**config.mk**
```make
export PLATFORM = sky130hd
export DESIGN_NAME = uart_tx_arbiter
export DESIGN_NICKNAME = d
export VERILOG_FILES = /design/src/rtl/uart_tx_arbiter.sv
export SDC_FILE = /design/constraint.sdc
export NUM_CORES = 1
export LEC_CHECK = 0
export ABC_CLOCK_PERIOD_IN_PS = 2560
export BUFFER_PORTS_ARGS = -buffer_cell sky130_fd_sc_hd__buf_2
export CELL_PAD_IN_SITES_DETAIL_PLACEMENT = 1
export CELL_PAD_IN_SITES_GLOBAL_PLACEMENT = 1
export CORE_AREA = 2 2 76 78
export DETAILED_ROUTE_END_ITERATION = 6
export DIE_AREA = 0 0 78 80
export HOLD_SLACK_MARGIN = 0.05
export PLACE_DENSITY_LB_ADDON = 0.3
export SLEW_MARGIN = 25
export SYNTH_ARGS = -nofsm -noshare
export SYNTH_HDL_FRONTEND = slang
export SYNTH_SLANG_ARGS = --single-unit
export TNS_END_PERCENT = 1
```
**constraint.sdc**
```tcl
create_clock -name clk -period 2.56 [get_ports clk]
set_input_delay 0.512 -clock clk [delete_from_list [all_inputs] [get_ports clk]]
set_output_delay 0.512 -clock clk [all_outputs]
set_load 0.02 [all_outputs]
```
**src/rtl/uart_tx_arbiter.sv**
```systemverilog
`timescale 1ns/1ps
// Round-robin arbiter sharing one uart_tx between NUM_CLIENTS byte producers; grant locked per message.
// Latency: req in IDLE -> ack next cycle -> tx_valid the cycle after. Backpressure: SEND waits on i_tx_busy.
module uart_tx_arbiter #(
  parameter int NUM_CLIENTS  = 4,
  parameter int DATA_BITS    = 8,
  parameter int MAX_BURST    = 16,
  parameter int HOLD_TIMEOUT = 1024
) (
  input  logic                             clk,
  input  logic                             n_rst,
  input  logic [NUM_CLIENTS-1:0]           i_req,
  input  logic [NUM_CLIENTS-1:0]           i_last,
  input  logic [NUM_CLIENTS*DATA_BITS-1:0] i_data,
  output logic [NUM_CLIENTS-1:0]           o_ack,
  output logic [NUM_CLIENTS-1:0]           o_grant,
  output logic                             o_active,
  output logic                             o_tx_valid,
  output logic [DATA_BITS-1:0]             o_tx_data,
  input  logic                             i_tx_busy
);

  localparam int PW = $clog2(NUM_CLIENTS);
  localparam int BW = (MAX_BURST > 0) ? $clog2(MAX_BURST + 1) : 1;
  localparam int HW = (HOLD_TIMEOUT > 0) ? $clog2(HOLD_TIMEOUT + 1) : 1;
  localparam logic [BW-1:0] BURST_MAX = BW'(MAX_BURST);
  localparam logic [HW-1:0] HOLD_LAST = HW'((HOLD_TIMEOUT > 0) ? HOLD_TIMEOUT - 1 : 0);
  localparam logic [PW-1:0] PTR_RST   = PW'(NUM_CLIENTS - 1);

  typedef enum logic [2:0] {IDLE, LOAD, SEND, GAP, HOLD} state_t;

  state_t                 state_q, state_d;
  logic [PW-1:0]          gidx_q, gidx_d;
  logic [PW-1:0]          ptr_q, ptr_d;
  logic [DATA_BITS-1:0]   data_q, data_d;
  logic                   last_q, last_d;
  logic [BW-1:0]          burst_cnt_q, burst_cnt_d;
  logic [HW-1:0]          hold_cnt_q, hold_cnt_d;

  logic                   pick_vld;
  logic [PW-1:0]          pick_idx;
  logic [PW:0]            pick_sum;
  logic                   sel_req;
  logic                   sel_last;
  logic [DATA_BITS-1:0]   sel_data;
  logic                   rel;

  // Search starts one past the last owner, so the releasing client is lowest priority.
  always_comb begin
    pick_vld = 1'b0;
    pick_idx = '0;
    pick_sum = '0;
    for (int i = 1; i <= NUM_CLIENTS; i++) begin
      pick_sum = {1'b0, ptr_q} + (PW+1)'(i);
      if (pick_sum >= (PW+1)'(NUM_CLIENTS)) begin
        pick_sum = pick_sum - (PW+1)'(NUM_CLIENTS);
      end
      if (!pick_vld && i_req[pick_sum[PW-1:0]]) begin
        pick_vld = 1'b1;
        pick_idx = pick_sum[PW-1:0];
      end
    end
  end

  always_comb begin
    sel_req  = i_req[gidx_q];
    sel_last = i_last[gidx_q];
    sel_data = '0;
    for (int k = 0; k < NUM_CLIENTS; k++) begin
      if (gidx_q == PW'(k)) begin
        sel_data = i_data[k*DATA_BITS +: DATA_BITS];
      end
    end
  end

  always_ff @(posedge clk or negedge n_rst) begin
    if (!n_rst) begin
      state_q     <= IDLE;
      gidx_q      <= '0;
      ptr_q       <= PTR_RST;
      data_q      <= '0;
      last_q      <= 1'b0;
      burst_cnt_q <= '0;
      hold_cnt_q  <= '0;
    end else begin
      state_q     <= state_d;
      gidx_q      <= gidx_d;
      ptr_q       <= ptr_d;
      data_q      <= data_d;
      last_q      <= last_d;
      burst_cnt_q <= burst_cnt_d;
      hold_cnt_q  <= hold_cnt_d;
    end
  end

  always_comb begin
    state_d     = state_q;
    gidx_d      = gidx_q;
    ptr_d       = ptr_q;
    data_d      = data_q;
    last_d      = last_q;
    burst_cnt_d = burst_cnt_q;
    hold_cnt_d  = hold_cnt_q;
    rel         = 1'b0;
    case (state_q)
      IDLE: begin
        if (pick_vld) begin
          gidx_d  = pick_idx;
          state_d = LOAD;
        end
      end
      LOAD: begin
        if (sel_req) begin
          data_d  = sel_data;
          last_d  = sel_last;
          state_d = SEND;
          if (MAX_BURST != 0) begin
            burst_cnt_d = burst_cnt_q + BW'(1);
          end
        end else begin
          rel = 1'b1;
        end
      end
      SEND: begin
        if (!i_tx_busy) begin
          state_d = GAP;
        end
      end
      GAP: begin
        if (last_q || ((MAX_BURST != 0) && (burst_cnt_q == BURST_MAX))) begin
          rel = 1'b1;
        end else if (sel_req) begin
          state_d = LOAD;
        end else begin
          state_d    = HOLD;
          hold_cnt_d = '0;
        end
      end
      HOLD: begin
        if (sel_req) begin
          state_d    = LOAD;
          hold_cnt_d = '0;
        end else if (HOLD_TIMEOUT != 0) begin
          if (hold_cnt_q == HOLD_LAST) begin
            rel = 1'b1;
          end else begin
            hold_cnt_d = hold_cnt_q + HW'(1);
          end
        end
      end
      default: state_d = IDLE;
    endcase
    if (rel) begin
      ptr_d       = gidx_q;
      burst_cnt_d = '0;
      hold_cnt_d  = '0;
      state_d     = IDLE;
    end
  end

  always_comb begin
    o_active   = (state_q != IDLE);
    o_tx_valid = (state_q == SEND);
    o_grant    = '0;
    o_ack      = '0;
    if (state_q != IDLE) begin
      o_grant = NUM_CLIENTS'(1) << gidx_q;
    end
    if ((state_q == LOAD) && sel_req) begin
      o_ack = NUM_CLIENTS'(1) << gidx_q;
    end
  end

  assign o_tx_data = data_q;

endmodule

```
==> impl_metrics.json, run 1 <==
{
  "result_of_the_run": "finished, final reports clean",
  "placeableCoreArea_um2": 5405,
  "yosysSeqAreaShare": 0.3815,
  "cts_tree": "done",
  "synthesis.instances": 199,
  "number_of_antenna_cells_inserted": 0,
  "grt_pass1_vias": 1993,
  "setup-violations-final": 0,
  "fp.dieArea_um2": 6240,
  "largest_net_degree_at_the_start_of_global_routing": 33,
  "timing.setup.tns_ps": 0,
  "cts-hold-fix-buffers": 0,
  "mappedNetlistArea_um2": 2106,
  "cellPowerDensity_nw_per_um2": 1040,
  "clkTransAtPathRegs_ps": 80,
  "cp_data_arrival_time_ps": 1790,
  "drc_errors_left": 0,
  "post_route_cells_drive_above_1_share": 0.3831,
  "timing.final.crit_share": 0.8996,
  "rsz0062_at_grt": "no",
  "clock-root-buffer": "sky130_fd_sc_hd__clkbuf_8",
  "globalplace.congestion": 0.7747,
  "cp_max_fo": 7,
  "worstSkewPairLatency_ps": 290,
  "final.setup_skew_ps": 7.615,
  "multi_input_area_um2": 1207,
  "avgSynthCellArea_um2": 10.58,
  "post-route-worst-setup-slack_ps": 257.1,
  "path_depth_of_the_worst_reg2reg_path": 5,
  "nFillCells": 625,
  "io-pin-count": 61,
  "floorplan.initialDensity": 0.3896,
  "detail_routed_net_length_per_standard_cell_um": 16.51,
  "dieWidth_um": 78,
  "r2r_slack_ps": 500,
  "final_stage_net_count": 306,
  "syn_nets": 245,
  "max_clock_freq_mhz": 434.2,
  "req_time_crit_path_ps": 2050,
  "count_of_h_tree_levels_built_during_cts": 2,
  "die_height_um": 80,
  "synthDominantAreaCellType": "sky130_fd_sc_hd__dfrtp_1",
  "postSynth.topFlopCell": "sky130_fd_sc_hd__dfrtp_1",
  "drt.antenna.violating_nets": 0,
  "synth.top_cells.by_count": "30 x sky130_fd_sc_hd__dfrtp_1, 17 x sky130_fd_sc_hd__nor2_1, 13 x sky130_fd_sc_hd__mux2_2, 9 x sky130_fd_sc_hd__nand2b_1, 8 x sky130_fd_sc_hd__nand3_1",
  "final_core_utilization": 0.4736,
  "ir_drop_uv": 586.2,
  "critical_path_class": "flop to output port",
  "synth-edff-count": 0,
  "dr_total_vias": 1856,
  "post_cts_resize_count": 0,
  "synth_largest_type_area_fraction": 0.3565,
  "final-max-slew-violation-count": 0,
  "drt_pass1_iterations": 4,
  "p_leak_nw": 1.202,
  "postSynthRegisterBits": 32,
  "portBuffers": 60,
  "r2r-end": "hold_cnt_q[7]$_DFFE_PN0P_",
  "synth-warning-count": 0,
  "synth.most_common_cell": "sky130_fd_sc_hd__dfrtp_1",
  "number_of_buffers_on_the_longest_clock_path": 2,
  "area.sequential_um2": 803.3,
  "post_drt_via_cell_ratio": 5.574,
  "detailedPlacementHpwl_um": 4199,
  "timing.max_cap.violations": 0,
  "grt_pass1_wl_um": 9246,
  "grt_util_all_layers": 0.1925,
  "drt_wl_total_um": 5497,
  "cp-start-kind": "flop",
  "synth.top_cells.by_area": "sky130_fd_sc_hd__dfrtp_1 36%, sky130_fd_sc_hd__mux2_2 7.0%, sky130_fd_sc_hd__mux4_2 6.4%, sky130_fd_sc_hd__mux4_1 5.0%, sky130_fd_sc_hd__nor2_1 3.0%",
  "setup_crit_end_kind": "output port",
  "worst-slew-pin-transition_ps": 760.8,
  "clock_sink_count": 32,
  "cts_made_buffers": 5,
  "async_reset_ff_frac": 1.000,
  "finalWorstPathRequiredPeriod_ps": 2303,
  "hold_class": "primary input to asynchronous set/reset pin",
  "initial_antenna_violation_count": 0,
  "drt_first_iter_violations": 81,
  "post_layout_instance_area_um2": 2560,
  "area_growth_pct": 21.57,
  "preCtsSetupSlack_ps": 262.0,
  "post_cts_setup_buffers": 0,
  "gr-total-overflow": 0,
  "synthDistinctLibCells": 51,
  "num_rows": 27,
  "number_of_hold_violations_in_the_final_report": 0,
  "max-slew-margin-rel": 0.4928,
  "detailed_place.area_um2": 2472,
  "crit-reg2reg-launch": "gidx_q[0]$_DFFE_PN0P_"
}
layout make-up:
| cell class | count | area share |
|---|---|---|
| Clock buffer | 5 | 0.02688 |
| Clock inverter | 3 | 0.007331 |
| Timing Repair Buffer | 67 | 0.1378 |
| Multi-Input combinational cell | 149 | 0.4717 |
| Inverter | 5 | 0.007331 |
| Tap cell | 72 | 0.03519 |
| Sequential cell | 32 | 0.3138 |
power breakdown:
| group | internal, mW | switching [mW] | leakage (nW) |
|---|---|---|---|
| clock | 0.189 | 0.210 | 0.0479 |
| combinational | 0.671 | 0.771 | 0.743 |
| sequential | 0.675 | 0.145 | 0.411 |
| total | 1.54 | 1.13 | 1.20 |
per-layer routing:
layer | GRT usage | wire length (µm) | vias to the layer above | share of wire
li1 | - | - | 872 | -
met1 | 0.2128 | 2300 | 927 | 0.42
met2 | 0.3647 | 2883 | 49 | 0.52
met3 | 0.03846 | 233 | 8 | 0.042
met4 | 0.06842 | 79 | 0 | 0.014
met5 | 0 | 0 | - | 0
state kept, by name, summed over array words and instances (netlist names):
| register | cells |
|---|---|
| burst_cnt_q | 5 |
| ptr_q | 2 |
| state_q | 3 |
| gidx_q | 2 |
| o_tx_data | 8 |
| last_q | 1 |
| hold_cnt_q | 11 |
critical path, stage by stage (launching register included):
cell	delay, ps
sky130_fd_sc_hd__dfrtp_1	370
sky130_fd_sc_hd__mux4_2	550
sky130_fd_sc_hd__nand3_1	310
sky130_fd_sc_hd__nor2_1	90
sky130_fd_sc_hd__buf_2	170
kinds of logic (layout without fill, tap and decap cells):
group | Yosys count | after routing | synth area share
multiplexers | 26 | 26 | 0.1979
XOR/XNOR | 6 | 6 | 0.02496
buffers and inverters | 18 | 80 | 0.04516
adder cells (fa/ha/maj) | 3 | 3 | 0.01783
flip-flops | 32 | 32 | 0.3815
AO/OA/AOI/OAI | 32 | 32 | 0.1081
AND/OR/NAND/NOR | 82 | 82 | 0.2246
worst max-delay path by stage:
| stage | startpoint | endpoint | slack, ps | cells past startpoint |
|---|---|---|---|---|
| floorplan | gidx_q[0]$_DFFE_PN0P_ | o_ack[0] | 230 | 6 |
| global placement | i_req[3] | hold_cnt_q[7]$_DFFE_PN0P_ | 320 | 6 |
| detailed placement | i_req[3] | hold_cnt_q[9]$_DFFE_PN0P_ | 260 | 6 |
| CTS | gidx_q[0]$_DFFE_PN0P_ | o_ack[0] | 250 | 4 |
| global route | state_q[1]$_DFFE_PN0P_ | o_ack[0] | 100 | 4 |
| finish | gidx_q[0]$_DFFE_PN0P_ | o_ack[3] | 260 | 4 |
through the flow:
stage               total power [mW]  hold WS, ps  std cells
global route                   2.873        341.6        333
CTS                            2.702        303.4        333
global placement               2.241        470.3        325
detailed placement             2.296        476.1        325
finish                         2.661        286.3        333
floorplan                      1.913        216.4        199
cells in the final DEF, fill, tap and decap left out, drive strengths merged, types with 4 or more instances in the layout:
cell type and count:
buf 67, dfrtp 30, nor2 17, mux2 13, mux4 10, nand2b 9, nand3 8, and3 7
nand2 6, nand4 6, inv 5, a21oi 5, o21ai 5, and2 5, clkbuf 5, nor3 4
a31oi 4
(Power assumes the default switching activity.)
==> run 2, diff against run 1 <==
PLACE_DENSITY = 0.9   (was not set)
PLACE_DENSITY_LB_ADDON = not set   (was 0.3)
==> run 2 against run 1 <==
Sequential share of layout area fell by 0.24 points. Non-clock buffer count shrank 1. First-iteration DRC count is 15% lower. Highest routed layer unchanged. Clock power up 21%. Setup slack gained 13 ps. Hold slack got worse by 4.0 ps. Register-to-register slack got worse by 70 ps. Clock skew barely moved. Cell area increased by 0.78%.
==> impl_metrics.json, run 2 (same netlist as run 1, synthesis figures left out) <==
{
  "result_of_the_run": "finished, final reports clean",
  "grt_util_all_layers": 0.2022,
  "grt_pass1_vias": 2036,
  "final_common_cell": "sky130_fd_sc_hd__buf_2",
  "floorplan.initialDensity": 0.3896,
  "clock_sink_count": 32,
  "worstSkewPairLatency_ps": 290,
  "detailedPlacementHpwl_um": 4211,
  "cts_tree": "done",
  "detail_routed_net_length_per_standard_cell_um": 16.95,
  "number_of_antenna_cells_inserted": 0,
  "detailed_place.area_um2": 2465,
  "setup_crit_end_kind": "output port",
  "largest_net_degree_at_the_start_of_global_routing": 33,
  "path_depth_of_the_worst_reg2reg_path": 5,
  "crit-reg2reg-launch": "gidx_q[0]$_DFFE_PN0P_",
  "clock-root-buffer": "sky130_fd_sc_hd__clkbuf_8",
  "area_growth_pct": 22.52,
  "netSwitchingPower_mw": 1.131,
  "cpPeakStageDelay_ps": 490,
  "cts_made_buffers": 5,
  "final.setup_skew_ps": 7.619,
  "critical_path.cell_chain": "mux4_2 -> nand3_2 -> nor3_1 -> buf_2",
  "post_cts_resize_count": 1,
  "die_height_um": 80,
  "power.share.combinational": 0.526,
  "drt.antenna.violating_nets": 0,
  "largest_reg_flops": 11,
  "timing.setup.tns_ps": 0,
  "internal_cell_power_mw": 1.630,
  "cts-hold-fix-buffers": 0,
  "initial_antenna_violation_count": 0,
  "drt_first_iter_violations": 69,
  "post_layout_instance_area_um2": 2580,
  "placeableCoreArea_um2": 5405,
  "nFillCells": 638,
  "final_stage_net_count": 305,
  "number_of_buffers_on_the_longest_clock_path": 2,
  "layoutNonFillerInstCount": 332,
  "final_core_utilization": 0.4773,
  "grtUsageMet2": 0.3629,
  "critical_path.slowest_cell": "sky130_fd_sc_hd__mux4_2",
  "gr-max-usage-layer": "met2",
  "max_flop_register": "hold_cnt_q",
  "rsz0062_at_grt": "no",
  "drt_pass1_iterations": 4,
  "timing.final.crit_share": 0.8945,
  "final-max-slew-violation-count": 0,
  "grt_use_met1": 0.2403,
  "count_of_h_tree_levels_built_during_cts": 2,
  "power_switching_share": 0.4097,
  "r2r_slack_ps": 430,
  "number_of_hold_violations_in_the_final_report": 0,
  "clkTransAtPathRegs_ps": 70,
  "finalWorstPathRequiredPeriod_ps": 2290,
  "num_rows": 27,
  "cp-start-kind": "flop",
  "req_time_crit_path_ps": 2050,
  "post_drt_via_cell_ratio": 5.645,
  "groute.layer.met3.usage": 0.05882,
  "dr_total_vias": 1874,
  "r2r-end": "hold_cnt_q[7]$_DFFE_PN0P_",
  "drt_wl_total_um": 5626,
  "numPlacedInstances": 324,
  "drc_errors_left": 0,
  "grt_pass1_wl_um": 9846,
  "portBuffers": 60,
  "gr-total-overflow": 0,
  "globalplace.congestion": 0.8261,
  "power.share.sequential": 0.299,
  "p_leak_nw": 1.206,
  "cp_max_fo": 10,
  "max_clock_freq_mhz": 436.7,
  "cellPowerDensity_nw_per_um2": 1070,
  "timing.max_cap.violations": 0,
  "post_cts_setup_buffers": 0,
  "p_clk_frac": 0.174,
  "max-slew-margin-rel": 0.5054,
  "post_layout_power_mw": 2.760,
  "post_route_cells_drive_above_1_share": 0.3846,
  "ir_drop_uv": 624.4,
  "setup-violations-final": 0,
  "fp.dieArea_um2": 6240,
  "critical_path_class": "flop to output port",
  "dieWidth_um": 78,
  "hold_class": "primary input to asynchronous set/reset pin",
  "cp_data_arrival_time_ps": 1780,
  "final_cell_mix": "60 x sky130_fd_sc_hd__buf_2, 30 x sky130_fd_sc_hd__dfrtp_1, 17 x sky130_fd_sc_hd__nor2_1",
  "worst-slew-pin-transition_ps": 741.8,
  "io-pin-count": 61
}
## run 2: cell types whose count changed in the layout (fill, tap and decap cells not counted)
cell                        before  now
sky130_fd_sc_hd__buf_4           7    6
sky130_fd_sc_hd__bufinv_16       0    1
sky130_fd_sc_hd__clkbuf_1        0    1
sky130_fd_sc_hd__clkinv_2        2    1
sky130_fd_sc_hd__clkinv_4        1    0
sky130_fd_sc_hd__nand3_1         8    7
sky130_fd_sc_hd__nand3_2         0    1
sky130_fd_sc_hd__nor2b_1         3    2
sky130_fd_sc_hd__nor2b_2         0    1
## run 2: layout make-up
cell class | count | area (µm²) | area share
multi-input cells | 149 | 1215 | 0.4709
flip-flops and latches | 32 | 803.3 | 0.3113
repair buffers | 66 | 345.3 | 0.1339
well taps | 72 | 90.09 | 0.03492
clock buffers | 6 | 72.57 | 0.02813
clock inverters | 2 | 35.03 | 0.01358
inverters | 5 | 18.77 | 0.007275
## run 2: power groups by stage
stage          sequential [mW]  combinational [mW]  clock, mW
4_1_cts                  0.826                1.47      0.493
3_5_place_dp             0.828                1.45          0
6_report                 0.826                1.45      0.481
2_1_floorplan            0.857                1.06          0
3_3_place_gp             0.816                1.39          0
5_1_grt                  0.859                1.59      0.514
## run 2: metal layers
layer / vias up / wire [µm]
met5: - / 0
met4: 0 / 84
met3: 8 / 299
met2: 59 / 2933
met1: 936 / 2309
li1: 871 / -
## run 2: worst max path at each step
stage               slack, ps                   start                        end
floorplan                 230   gidx_q[0]$_DFFE_PN0P_                   o_ack[0]
global placement          240                i_req[3]  hold_cnt_q[7]$_DFFE_PN0P_
detailed placement        200                i_req[3]  hold_cnt_q[7]$_DFFE_PN0P_
CTS                       110   gidx_q[0]$_DFFE_PN0P_                   o_ack[0]
global route              120  state_q[0]$_DFFE_PN0P_                   o_ack[0]
finish                    270   gidx_q[0]$_DFFE_PN0P_                   o_ack[0]
## run 2: critical path: cells and delay by family, from the launching register on
family        cells  cell delay, ps
simple gates      2             410
flops             1             400
buf+inv           1             190
mux               1             490
## run 2: through the flow
stage | setup WS (ps) | hold slack [ps]
4_1_cts | 106.4 | 313.4
3_3_place_gp | 237.8 | 473.7
5_1_grt | 116.9 | 342.3
2_1_floorplan | 229.1 | 216.4
3_5_place_dp | 195.9 | 473.0
6_report | 270.1 | 282.3
